## src/rtl/uart_rx_pkg.sv

```systemverilog
// uart_rx_pkg: shared state encoding and default parameters for the UART receiver.
`default_nettype none

package uart_rx_pkg;

  typedef enum logic [2:0] {
    IDLE   = 3'd0,
    START  = 3'd1,
    DATA   = 3'd2,
    PARITY = 3'd3,
    STOP   = 3'd4
  } rx_state_t;

  localparam int OVERSAMPLE_DEF = 16;
  localparam int DATA_BITS_DEF  = 8;

endpackage

`default_nettype wire

```

## src/rtl/uart_rx_sync.sv

```systemverilog
// uart_rx_sync: two-flop synchronizer that resets to 1 so an idle or undriven line never looks like a start bit.
`default_nettype none

module uart_rx_sync (
  input  logic rxclk,
  input  logic rst,
  input  logic d,
  output logic q
);

  logic meta;

  always_ff @(posedge rxclk) begin
    if (rst) begin
      meta <= 1'b1;
      q    <= 1'b1;
    end else begin
      meta <= d;
      q    <= meta;
    end
  end

endmodule

`default_nettype wire

```

## src/rtl/uart_receiver.sv

```systemverilog
// uart_receiver: oversampled 8N1 UART receiver with framing/overrun flags.
// Define UART_RX_PARITY_EN to add an even-parity bit and the parity_err output.
`default_nettype none

module uart_receiver
  import uart_rx_pkg::*;
#(
  parameter int OVERSAMPLE = OVERSAMPLE_DEF,
  parameter int DATA_BITS  = DATA_BITS_DEF
) (
  input  logic                 rxclk,
  input  logic                 rst,
  input  logic                 rxclken,
  input  logic                 rx,
  input  logic                 rdy_clr,
  output logic [DATA_BITS-1:0] dout,
  output logic                 rdy,
  output logic                 frame_err,
`ifdef UART_RX_PARITY_EN
  output logic                 parity_err,
`endif
  output logic                 overrun
);

  localparam int SW = $clog2(OVERSAMPLE);
  localparam int BW = $clog2(DATA_BITS);
  localparam logic [SW-1:0] S_MID  = SW'(OVERSAMPLE / 2 - 1);
  localparam logic [SW-1:0] S_LAST = SW'(OVERSAMPLE - 1);
  localparam logic [BW-1:0] B_LAST = BW'(DATA_BITS - 1);

  rx_state_t            state;
  rx_state_t            state_next;
  logic [SW-1:0]        scnt;
  logic [BW-1:0]        bcnt;
  logic [DATA_BITS-1:0] shreg;
  logic                 rx_s;
  logic                 s_mid;
  logic                 s_last;
  logic                 b_last;
  logic                 scnt_clr;
  logic                 shift_en;
  logic                 stop_en;
`ifdef UART_RX_PARITY_EN
  logic                 par_en;
  logic                 par_bit;
`endif

  uart_rx_sync u_sync (
    .rxclk (rxclk),
    .rst   (rst),
    .d     (rx),
    .q     (rx_s)
  );

  assign s_mid  = (scnt == S_MID);
  assign s_last = (scnt == S_LAST);
  assign b_last = (bcnt == B_LAST);

  always_ff @(posedge rxclk) begin
    if (rst) begin
      state <= IDLE;
    end else begin
      state <= state_next;
    end
  end

  always_comb begin
    state_next = state;
    if (rxclken) begin
      case (state)
        IDLE:   if (!rx_s) state_next = START;
        START:  if (s_mid) state_next = rx_s ? IDLE : DATA;
`ifdef UART_RX_PARITY_EN
        DATA:   if (s_last && b_last) state_next = PARITY;
`else
        DATA:   if (s_last && b_last) state_next = STOP;
`endif
        PARITY: if (s_last) state_next = STOP;
        STOP:   if (s_last) state_next = IDLE;
        default: state_next = IDLE;
      endcase
    end
  end

  // Strobes are already qualified by rxclken; scnt_clr is applied only on ticks.
  always_comb begin
    scnt_clr = 1'b1;
    shift_en = 1'b0;
    stop_en  = 1'b0;
`ifdef UART_RX_PARITY_EN
    par_en   = 1'b0;
`endif
    case (state)
      START: scnt_clr = s_mid;
      DATA: begin
        scnt_clr = s_last;
        shift_en = rxclken && s_last;
      end
`ifdef UART_RX_PARITY_EN
      PARITY: begin
        scnt_clr = s_last;
        par_en   = rxclken && s_last;
      end
`endif
      STOP: begin
        scnt_clr = s_last;
        stop_en  = rxclken && s_last;
      end
      default: scnt_clr = 1'b1;
    endcase
  end

  always_ff @(posedge rxclk) begin
    if (rst) begin
      scnt      <= '0;
      bcnt      <= '0;
      shreg     <= '0;
      dout      <= '0;
      rdy       <= 1'b0;
      frame_err <= 1'b0;
      overrun   <= 1'b0;
`ifdef UART_RX_PARITY_EN
      par_bit    <= 1'b0;
      parity_err <= 1'b0;
`endif
    end else begin
      if (rxclken) begin
        scnt <= scnt_clr ? '0 : scnt + 1'b1;
      end
      if (shift_en) begin
        shreg <= {rx_s, shreg[DATA_BITS-1:1]};
        bcnt  <= b_last ? '0 : bcnt + 1'b1;
      end
`ifdef UART_RX_PARITY_EN
      if (par_en) begin
        par_bit <= rx_s;
      end
`endif
      if (stop_en) begin
        frame_err <= !rx_s;
        if (rx_s) begin
          dout <= shreg;
`ifdef UART_RX_PARITY_EN
          parity_err <= (^shreg) ^ par_bit;
`endif
        end
      end
      // A completing frame takes priority over a coincident clear.
      if (stop_en && rx_s) begin
        rdy     <= 1'b1;
        overrun <= rdy;
      end else if (rdy_clr) begin
        rdy     <= 1'b0;
        overrun <= 1'b0;
      end
    end
  end

endmodule

`default_nettype wire

```

## config.mk

```make
export PLATFORM = sky130hd
export DESIGN_NAME = uart_receiver
export DESIGN_NICKNAME = d
export VERILOG_FILES = /design/src/rtl/uart_rx_pkg.sv /design/src/rtl/uart_rx_sync.sv /design/src/rtl/uart_receiver.sv
export SDC_FILE = /design/constraint.sdc
export NUM_CORES = 1
export LEC_CHECK = 0
export BUFFER_PORTS_ARGS = -buffer_cell sky130_fd_sc_hd__clkbuf_2
export CAP_MARGIN = 20
export CORE_UTILIZATION = 47
export CTS_BUF_LIST = sky130_fd_sc_hd__clkbuf_16
export CTS_CLUSTER_SIZE = 20
export DETAILED_ROUTE_END_ITERATION = 6
export GPL_TIMING_DRIVEN = 0
export PLACE_DENSITY = 0.67
export SYNTH_ARGS = -nofsm -noshare
export SYNTH_HDL_FRONTEND = slang
export SYNTH_SLANG_ARGS = --single-unit
```

## constraint.sdc

```tcl
create_clock -name rxclk -period 2.5 [get_ports rxclk]
set_input_delay 0.375 -clock rxclk [delete_from_list [all_inputs] [get_ports rxclk]]
set_output_delay 0.375 -clock rxclk [all_outputs]
set_load 0.01 [all_outputs]
```

# ---- Word level (Yosys, flattened, before mapping)
# Cells that the tools add are included.
dict set report classes {
  reduce_logical 9
  addsub 2
  eq_ne 12
  n_mux 15
}
# op n
set ops {}
lappend ops {{$mux W3} 6}
lappend ops {{$pmux W3 S5} 1}
lappend ops {{$ne A2 B2 Y1 const B} 5}
lappend ops {{$eq A3 B2 Y1 const B} 2}
lappend ops {{$eq A3 B3 Y1 const B} 2}
lappend ops {{$reduce_and A6 Y1} 1}
lappend ops {{$mux W1} 5}
lappend ops {{$add A4 B1 Y4 const B} 1}
lappend ops {{$eq A4 B3 Y1 const B} 1}
lappend ops {{$eq A4 B4 Y1 const B} 1}
lappend ops {{$mux W4} 1}
lappend ops {{$add A3 B1 Y3 const B} 1}
lappend ops {{$eq A3 B1 Y1 const B} 1}
lappend ops {{$logic_and A1 B1 Y1} 3}
lappend ops {{$logic_not A3 Y1} 1}
lappend ops {{$mux W2} 1}
lappend ops {{$pmux W1 S2} 1}
lappend ops {{$reduce_and A2 Y1} 1}
lappend ops {{$reduce_bool A2 Y1} 1}
lappend ops {{$reduce_or A2 Y1} 1}
lappend ops {{$logic_not A1 Y1} 1}
dict set report totals {
  inputBits 5
  wordCells 48
  ff_bits 31
  out_inout_bits 11
}

# ---- Logic depth before layout (Yosys ltp)
dict set report depth {
  ltp_word 5
  ltp_mapped 6
  ltp_nobuf 6
}

# ---- Modules after synthesis
# Synthesis repeated with hierarchy kept, for this count alone.
dict set report unflattened {
  hier_cells 133
  area_unflattened_um2 1305.0
}
# module cells_each seq_area_each_um2 n_inst area_each_um2
set modules_own_cells {}
lappend modules_own_cells {uart_receiver 129 580.6 1 1252.5}
lappend modules_own_cells {uart_rx_sync 4 40.0 1 52.6}

# ---- Worst setup path before layout
# No wires, ideal clock.
dict set report synth_timing {
  kind {reg2reg}
  from {reg bcnt[0]}
  to {reg state[0]}
  stages_incl_launch_ff 7
  setup_time_ps 70
  arrival_time_ps 1360
  setup_slack_ps 1070
  n_path_buf 0
  t_required_ps 2430
  synth_period_minus_slack_ps 1430
  cell_sequence {dfxtp_1 > ha_1 > ha_1 > nor4b_1 > o22a_1 > o21ai_0 > a21oi_1}
}
dict set report synth_via {
  elab_chain_len 4
}
# element line
set synth_lines {}
lappend synth_lines {{start, declared} uart_receiver.sv:34} ;# logic [BW-1:0] bcnt;
lappend synth_lines {{start signal, assigned} uart_receiver.sv:132} ;# bcnt <= b_last ? '0 : bcnt + 1'b1;
lappend synth_lines {{$eq A3 B3 Y1} uart_receiver.sv:57} ;# assign b_last = (bcnt == B_LAST);
lappend synth_lines {{$logic_and A1 B1 Y1} uart_receiver.sv:76} ;# DATA: if (s_last && b_last) state_next = STOP;
lappend synth_lines {{$ne A2 B2 Y1 (no line)} --}
lappend synth_lines {{$reduce_and A6 Y1 (no line)} --}
lappend synth_lines {{end signal, assigned} uart_receiver.sv:63} ;# state <= state_next;
lappend synth_lines {{end, declared} uart_receiver.sv:31} ;# rx_state_t state;
# Every way passes these cells.
# A chain may end at the register's enable or synchronous reset.

# ---- Final worst setup path
dict set report layout_timing {
  from {reg scnt[0]}
  to {reg overrun}
}
dict set report layout_via {
  elab_chain_len 5
  word_cells_on_any_way 6
  cone_classes {1 x eq/ne; 2 x mux; 3 x reduce/logical}
}
# element line
set layout_lines {}
lappend layout_lines {{start, declared} uart_receiver.sv:33} ;# logic [SW-1:0] scnt;
lappend layout_lines {{start signal, assigned} uart_receiver.sv:128} ;# scnt <= scnt_clr ? '0 : scnt + 1'b1;
lappend layout_lines {{$eq A4 B4 Y1 *} uart_receiver.sv:56} ;# assign s_last = (scnt == S_LAST);
lappend layout_lines {{$logic_and A1 B1 Y1 *} uart_receiver.sv:107} ;# stop_en = rxclken && s_last;
lappend layout_lines {{$mux W1 *} uart_receiver.sv:93} ;# case (state)
lappend layout_lines {{$logic_and A1 B1 Y1 *} uart_receiver.sv:149} ;# if (stop_en && rx_s) begin
lappend layout_lines {{$mux W1 or $reduce_bool A2 Y1 (tied branches)} --}
lappend layout_lines {{end signal, assigned} uart_receiver.sv:151} ;# overrun <= rdy;
lappend layout_lines {{end, declared} uart_receiver.sv:22} ;# output logic overrun
# Mark *: on every way between the ends. The rest lies on a longest branch, timed or not.

==> results.md <==
- Hold Path Class: in -> reg
- Setup CP Type: reg -> reg
- Chip height: 54.8 um
- GPL Wtd Cong: 0.803
- Pins Over Slew Limit: 0
- Asr flop ratio synth: 0%
- Syn nets: 160
- Top cells by area, synth: dfxtp_1 47%, nand2_1 12%, a21oi_1 8.8%
- Nets: between 150 and 200
- Final ANT Viol Nets: 0
- Seq/Total Area, Yosys: 47.4%
- Fillers: ~240
- Crit share post-route: slightly below 70%
- Comb power frac: 3.2%
- Fin. Hold Viols: 0
- Yosys warns: 0
- Worst hold slack: 294 ps
- Vias: approximately 1100
- Number of flops mapped to enable cells by yosys: 0
- Number of global-route vias before repair: 913
- Worst Skew: 3.11 ps
- Initial core utilization: between 50% and 60%
- Commonest cells post-synth: 41 x nand2_1, 31 x dfxtp_1, 23 x a21oi_1, 5 x nor2_1
- ANT cells: 0
- Top-count cell post-synth: nand2_1
- I/O Pins: 16
- Arr. time, crit path: between 1500 and 2000 ps
- Post-CTS setup buffer count: 0
- Num CTS Buffers: 5
- Cts hold-fix bufs: 0
- Area of the multi-input gates: 624 sq um
- Total negative slack: 0 ps
- Hpwl dp: ~1700 um
- Mapped Cells: between 150 and 200
- Initial antenna violation count: 0
- Worst-Margin Slew: 505 ps
- Mean number of vias per cell: ~5.5
- Peak supply drop: 0.000817 V
- CTS resizes: 0
- Largest net degree at the start of global routing: 11
- Max stage delay on crit path: 360 ps
- Clk sinks: 31
- Remaining Overflow, GRT: 0
- Max Root-Sink Buffers: 2
- Fmax: 593 MHz
- Final WL: between 2000 and 3000 um
- Sequential Power Share: 46.5%
- Top_reg_cell synth: dfxtp_1
- CTS tree: built
- Yosys reg bits: 31
- Max-Cap Viols: 0
- Crit path capture type: flip-flop
- Clk slew on worst S/H paths: 50 ps
- Worst path cell trace: ha_1 > and4_1 > nand3_1 > nand3b_1 > a21oi_1
- Syn Std Cell Area: 0.00131 sq mm
- Worst-path fanout max: 10
- Mean area per synthesized cell: 8.62 sq um
- Area delta synth->final: 18.3%
- Startpoint class of the critical path: flip-flop
- CP required: 2630 ps
- Outcome: completed
- First-pass GRT wire length: 3910 um
- DRT Pass-1 Iters: 4
- Initial DRC Count: 28
- Unrepaired setup endpoints after global routing: false
- Psw: 0.208 mW
- Slew HR: 66.3%
- Worst skew pair latency: 270 ps
- Total design power: 1.08 mW
- H-tree levels: 2
- Die area: 0.00300 sq mm
- P_leak: 0.615 nW
- Switching share of power: 19.3%
- DR WL/cell: 12.4 um
- Clk pwr share: 50.3%
- Internal: 0.871 mW
- Core Rows: 18
- Share of the synthesized area in the top cell type: 47.4%
- Core Box Area: 0.00254 sq mm
- Post-synth top area cell: dfxtp_1
- Post-layout minimum cycle time: around 1700 ps
- DRC Markers: 0
- Final setup viols: 0
- Die width: 54.8 um
- Gr usage total: a little under a fifth
- Reg area: 621 sq um
- Ratio of cells with drive above 1 in the final layout: 19.1%
- CTS root buffer: clkbuf_16
- Synth cell types: 37
- Port-buffer cells: 13
- Power Density: just under 700 mW/mm^2
- Crit-path slowest cell: dfxtp_1
[final cells by class]
cell class	count	share of cell area, %
Buffer	10	3.95
Clock buffer	5	8.07
Clock inverter	3	0.807
Inverter	1	0.242
Multi-Input combinational cell	110	40.3
Sequential cell	31	40.0
Tap cell	30	2.42
Timing Repair Buffer	13	4.20
[per-stage QoR]
step | utilization [%] | cells | area (sq um) | setup slack, ps
2_1_floorplan | - | 152 | 1310 | 1070
3_3_place_gp | 55.5 | 195 | 1410 | 867
4_1_cts | 60.9 | 203 | 1550 | 796
3_5_place_dp | 55.5 | 195 | 1410 | 810
6_report | 60.9 | 203 | 1550 | 813
5_1_grt | 60.9 | 203 | 1550 | 670
[power by group through the flow]
stage	combinational (mW)	clock (mW)	sequential, mW
floorplan	0.0268	0	0.510
global placement	0.0333	0	0.511
detailed placement	0.0343	0	0.511
CTS	0.0349	0.554	0.501
global route	0.0388	0.573	0.501
finish	0.0349	0.542	0.502
[registers in the layout, summed over array words and instances (netlist names)]
signal	flops
u_sync.q	1
rdy	1
frame_err	1
u_sync.meta	1
shreg	8
scnt	4
state	3
overrun	1
bcnt	3
dout	8
[worst paths after layout]
kind	slack, ps	from	depth (start not counted)	to
setup / recovery	810	scnt[0]$_SDFFE_PP0P_	5	overrun$_SDFFE_PP0P_
hold / removal	290	rx	2	u_sync.meta$_SDFF_PP1_
setup reg to reg	810	scnt[0]$_SDFFE_PP0P_	5	overrun$_SDFFE_PP0P_
hold reg to reg	420	u_sync.meta$_SDFF_PP1_	1	u_sync.q$_SDFF_PP1_
[kinds of logic (layout without fill, tap and decap cells)]
| family | Yosys count | after routing | synth area share, % |
|---|---|---|---|
| xor+xnor | 4 | 4 | 2.67 |
| flops | 31 | 31 | 47.4 |
| fa+ha+maj | 3 | 3 | 2.87 |
| simple gates | 69 | 69 | 25.4 |
| mux | 1 | 1 | 0.764 |
| compound gates | 33 | 33 | 16.0 |
| buf+inv | 11 | 32 | 4.97 |
[routing by layer]
layer / vias to the layer above / GRT usage [%] / share of wire, % / routed length, um
li1: 561 / - / - / -
met1: 519 / 22.5 / 49 / 1240
met2: 24 / 30.1 / 45 / 1140
met3: 5 / 6.67 / 4.0 / 101
met4: 0 / 8.97 / 1.4 / 34
met5: - / 0 / 0 / 0
[worst max-delay path: cells and delay by family, from the launching register on]
kind            cells  cell delay [ps]
simple gates        3              880
flops               1              360
fa+ha+maj           1              230
compound gates      1               80
[cell usage in the layout (no fill, tap or decap), types with 3 or more instances in the layout]
master      n
clkbuf_1    3
inv_1       3
dfxtp_1    31
buf_2       4
nor2_1      5
nand2_1    41
nand4_1     3
ha_1        3
a21oi_1    23
clkbuf_16   5
clkbuf_2   13
nand3_1     4
No activity file was read; power rests on OpenSTA's default activity.
